<file path="src/rtl/adder_arbiter.sv">
// adder_arbiter: round-robin sharing of one 4-bit adder among NUM_REQ requesters.
// Define ADDER_ARBITER_TXN_CNT_EN to add the saturating o_txn_count response counter.
module adder_arbiter #(
    parameter int NUM_REQ = 4,
    parameter int ID_W    = $clog2(NUM_REQ)
) (
    input  logic                 clk,
    input  logic                 rst_n,
    input  logic [NUM_REQ-1:0]   i_req_valid,
    output logic [NUM_REQ-1:0]   o_req_ready,
    input  logic [4*NUM_REQ-1:0] i_req_a,
    input  logic [4*NUM_REQ-1:0] i_req_b,
    output logic [3:0]           o_add_a,
    output logic [3:0]           o_add_b,
    input  logic [4:0]           i_add_y,
    output logic                 o_rsp_valid,
    input  logic                 i_rsp_ready,
    output logic [ID_W-1:0]      o_rsp_id,
    output logic [4:0]           o_rsp_sum
`ifdef ADDER_ARBITER_TXN_CNT_EN
    ,
    output logic [15:0]          o_txn_count
`endif
);
    typedef enum logic [1:0] {IDLE, ISSUE, RESP} state_t;
    state_t          r_state;
    logic [ID_W-1:0] r_rr_ptr, r_id_q, r_rsp_id, w_grant;
    logic [3:0]      r_op_a, r_op_b;
    logic [4:0]      r_rsp_sum;
    logic            r_rsp_valid, w_any;
    always_comb begin
        w_grant = '0;
        w_any   = |i_req_valid;
        // descending offset so the requester closest to r_rr_ptr wins
        for (int k = NUM_REQ - 1; k >= 0; k--)
            if (i_req_valid[(int'(r_rr_ptr) + k) % NUM_REQ])
                w_grant = ID_W'((int'(r_rr_ptr) + k) % NUM_REQ);
    end
    assign o_req_ready = (rst_n && r_state == IDLE && w_any) ? (NUM_REQ'(1) << w_grant) : '0;
    assign o_add_a     = r_op_a;
    assign o_add_b     = r_op_b;
    assign o_rsp_valid = r_rsp_valid;
    assign o_rsp_id    = r_rsp_id;
    assign o_rsp_sum   = r_rsp_sum;
    always_ff @(posedge clk or negedge rst_n) begin
        if (!rst_n) begin
            r_state     <= IDLE;
            r_rr_ptr    <= '0;
            r_id_q      <= '0;
            r_op_a      <= '0;
            r_op_b      <= '0;
            r_rsp_sum   <= '0;
            r_rsp_id    <= '0;
            r_rsp_valid <= 1'b0;
        end else begin
            case (r_state)
                IDLE: if (w_any) begin
                    r_op_a   <= i_req_a[int'(w_grant)*4 +: 4];
                    r_op_b   <= i_req_b[int'(w_grant)*4 +: 4];
                    r_id_q   <= w_grant;
                    r_rr_ptr <= ID_W'((int'(w_grant) + 1) % NUM_REQ);
                    r_state  <= ISSUE;
                end
                ISSUE: begin
                    r_rsp_sum   <= i_add_y;
                    r_rsp_id    <= r_id_q;
                    r_rsp_valid <= 1'b1;
                    r_state     <= RESP;
                end
                RESP: if (i_rsp_ready) begin
                    r_rsp_valid <= 1'b0;
                    r_state     <= IDLE;
                end
                default: r_state <= IDLE;
            endcase
        end
    end
`ifdef ADDER_ARBITER_TXN_CNT_EN
    logic [15:0] r_txn_count;
    always_ff @(posedge clk or negedge rst_n) begin
        if (!rst_n)
            r_txn_count <= '0;
        else if (r_rsp_valid && i_rsp_ready && r_txn_count != 16'hFFFF)
            r_txn_count <= r_txn_count + 16'd1;
    end
    assign o_txn_count = r_txn_count;
`endif
endmodule

</file>
<file path="config.mk">
export PLATFORM = sky130hd
export DESIGN_NAME = adder_arbiter
export DESIGN_NICKNAME = d
export VERILOG_FILES = /design/src/rtl/adder_arbiter.sv
export SDC_FILE = /design/constraint.sdc
export NUM_CORES = 1
export LEC_CHECK = 0
export BUFFER_PORTS_ARGS = -buffer_cell sky130_fd_sc_hd__buf_2
export CORE_MARGIN = 3
export CORE_UTILIZATION = 44
export CTS_CLUSTER_SIZE = 10
export DETAILED_ROUTE_END_ITERATION = 10
export MAX_ROUTING_LAYER = met4
export PLACE_DENSITY = 0.9
export SYNTH_ARGS = -nofsm -noshare
export SYNTH_HDL_FRONTEND = slang
export SYNTH_SLANG_ARGS = --single-unit
</file>
<file path="constraint.sdc">
create_clock -name clk -period 2.13 [get_ports clk]
set_input_delay 0.426 -clock clk [delete_from_list [all_inputs] [get_ports clk]]
set_output_delay 0.426 -clock clk [all_outputs]
set_load 0.02 [all_outputs]
</file>
==> metrics.md <==
| Metric | Value |
|---|---|
| Status | complete, no violations |
| Largest net degree at the start of global routing | 23 |
| Leak | 0.836 nW |
| CTS Buf Count | 3 |
| Count of cell types in the netlist | 33 |
| Tot Pwr | 2.45 mW |
| # setup viols final | 0 |
| CORE AREA | 2540 sq um |
| Ys Warns | 0 |
| Internal | 1.35 mW |
| Setup Skew | 5.41 ps |
| Row count | 18 |
| GP Congestion | 0.803 |
| Die footprint | 3400 sq um |
| Proportion of layout cells with a drive suffix above 1 | 52.4% |
| Clock power frac | 7.2% |
| DRC | 0 |
| Worst-Skew Late Latency | 290 ps |
| CTS Sinks | 22 |
| Setup crit end kind | primary output |
| FMAX | 0.482 GHz |
| Max Root-Sink Buffers | 2 |
| Post-DR vias/cell | 5.54 |
| First-pass GRT wire length | 5100 um |
| H-tree Lvls | 1 |
| Synth-to-Final Area Change | 36.9% |
| Overflow after GRT | 0 |
| Commonest non-fill, non-tap cell in the layout | buf_2 |
| Flops & latches, synth | 22 |
| DRT Pass-1 Iters | 4 |
| Root Driver | clkbuf_4 |
| Mean Syn Cell Area | 10.4 sq um |
| Vias in the first global route | 1,146 |
| Switch Pwr | 1.10 mW |
| Post-route setup TNS | 0 ps |
| Worst Setup Start Kind | flip-flop |
| Hpwl dp | 2510 um |
| WL final | 3360 um |
| Synth Instances | 116 |
| Initial Util | 47.3% |
| Buffers on Ports | 63 |
| VDD IR max | 0.955 mV |
| Logic pwr share | 60.7% |
| Routed Antenna Nets | 0 |
| Net count after synthesis | 160 |
| Register area share after synthesis | 45.7% |
| Synthesized cell area | 1200 sq um |
| Slew Viols, Final | 0 |
| Crit-path max FO | 3 |
| Max_cap viols | 0 |
| Die Y-Extent | 58.3 um |
| Via Count | 1,191 |
| PwrDens | 1480 nW/um^2 |
| Final Hold Vio Count | 0 |
| Flop pwr share | 32.1% |
| Final period util | 97.4% |
| HP Class | primary input to asynchronous set/reset pin |
| Critical path type | flip-flop to primary output |
| Ant. Diodes | 0 |
| Final net count | 231 |
| Actual slew at the worst max-slew pin | 634 ps |
| WL/cell | 15.6 um |
| Switching portion of total power | 45.0% |
| Die width | 58.3 um |
| Final Critical Period | 2070 ps |
| Slew headroom | 57.6% |
| Post-CTS Hold Buffers | 0 |
| CTS tree | done |
| Antenna violations before repair | 0 |
| WP data required | 1700 ps |
| First DRT Iteration DRCs | 29 |
| Io pins | 64 |
| Most frequent cells in the layout | 60 x buf_2, 21 x dfrtp_1, 11 x buf_4 |
| GRT Overall Usage | 20.1% |
| Clock-pin slew on the worst setup and hold paths | 110 ps |
| Data arrival, critical path | 1650 ps |
==> final timing paths <==
| check | slack [ps] | start | cells past startpoint | endpoint |
|---|---|---|---|---|
| worst max register to register | 350 | r_rr_ptr[0] | 6 | o_add_a[1] |
| worst max-delay path | 60 | r_rr_ptr[0] | 6 | o_req_ready[2] |
| worst min register to register | 500 | r_id_q[1] | 2 | r_id_q[1] |
| worst min-delay path | 140 | rst_n | 2 | o_rsp_sum[2] |
| min in group clk | 350 | i_add_y[1] | 2 | o_rsp_sum[1] |
| max in group asynchronous | 1760 | rst_n | 2 | r_rr_ptr[1] |
==> layer usage <==
metal  track usage, %  vias up  share of wire (%)
li1                 -      570                  -
met1             23.9      567                 39
met2             35.9       46                 56
met3             1.75        8                3.6
met4             6.62        0                1.6
met5                -        -                  0
==> stage by stage <==
step                      worst slack, ps  cells  instance area (sq um)  hold slack (ps)  util (%)
final                                55.8    215                   1650              135      64.7
after global routing                -47.2    215                   1650              142      64.7
after CTS                            2.96    212                   1590              115      62.6
after detailed placement              114    209                   1570              447      61.6
after global placement                152    209                   1570              446      61.6
after floorplan                       137    116                   1200              130         -
==> synthesized netlist by cell type <==
master	instances	share of area, %
nor2b_4	1	1.1
o21ai_0	10	4.2
a211oi_1	8	5.0
inv_1	2	0.62
o211ai_2	1	1.0
nor3b_1	1	0.62
buf_4	1	0.62
nand4b_2	1	1.2
clkbuf_1	3	0.94
mux2_2	7	6.5
o22ai_1	8	4.2
a311o_1	1	0.83
or2_1	1	0.52
and2_4	1	0.73
nor2_1	8	2.5
mux2i_1	8	6.7
or2_2	1	0.52
o21ai_1	1	0.42
and3_1	8	4.2
dfrtp_1	22	46
nand2_1	6	1.9
xnor2_1	1	0.73
o31ai_4	1	1.8
nand3_1	2	0.83
o21a_1	1	0.62
or2b_1	1	0.62
nor2b_1	2	1.0
clkbuf_2	1	0.42
buf_6	1	0.94
inv_2	1	0.31
a21oi_1	3	1.2
nand2_2	1	0.52
a2111o_1	1	0.94
==> critical path, cell delays in order, from the launching register on <==
cell	delay (ps)
dfrtp_1	460
nor2b_4	60
a2111o_1	400
and2_4	170
nand3_2	70
nor2_1	40
buf_2	160
==> what timing repair did <==
item / CTS / global route
buffers inserted: 0 / 3
pin swaps: 0 / 5
endpoints found under the setup margin: 3 / 4
resized for setup: 2 / 11
==> power groups by stage <==
stage	Clock [mW]	Sequential [mW]	Combinational, mW
after floorplan	0	0.947	0.801
after global placement	0	0.771	1.33
after detailed placement	0	0.783	1.38
after CTS	0.181	0.783	1.39
after global routing	0.198	0.812	1.60
final	0.175	0.785	1.49
==> state kept, by name (all words and copies together), names as in the netlist <==
signal	count
o_rsp_valid	1
o_rsp_sum	5
o_rsp_id	2
r_state	2
r_rr_ptr	2
r_id_q	2
o_add_a	4
o_add_b	4
==> cells by family after synthesis <==
logic type | Yosys count | synth area share [%]
AOI/OAI and AO/OA | 35 | 20.2
xor gates and xnor gates | 1 | 0.728
buffers and inverters | 9 | 3.85
DFF | 22 | 45.7
muxes | 15 | 13.2
and+or+nand+nor | 34 | 16.3
==> final cells by class <==
class | instances | area, sq um
clock buffer | 3 | 22.5
fill | 194 | 897
inverter | 3 | 13.8
multi-input combinational | 85 | 628
sequential | 22 | 552
tap | 30 | 37.5
timing repair buffer | 72 | 394
No activity file was read; power rests on OpenSTA's default activity.
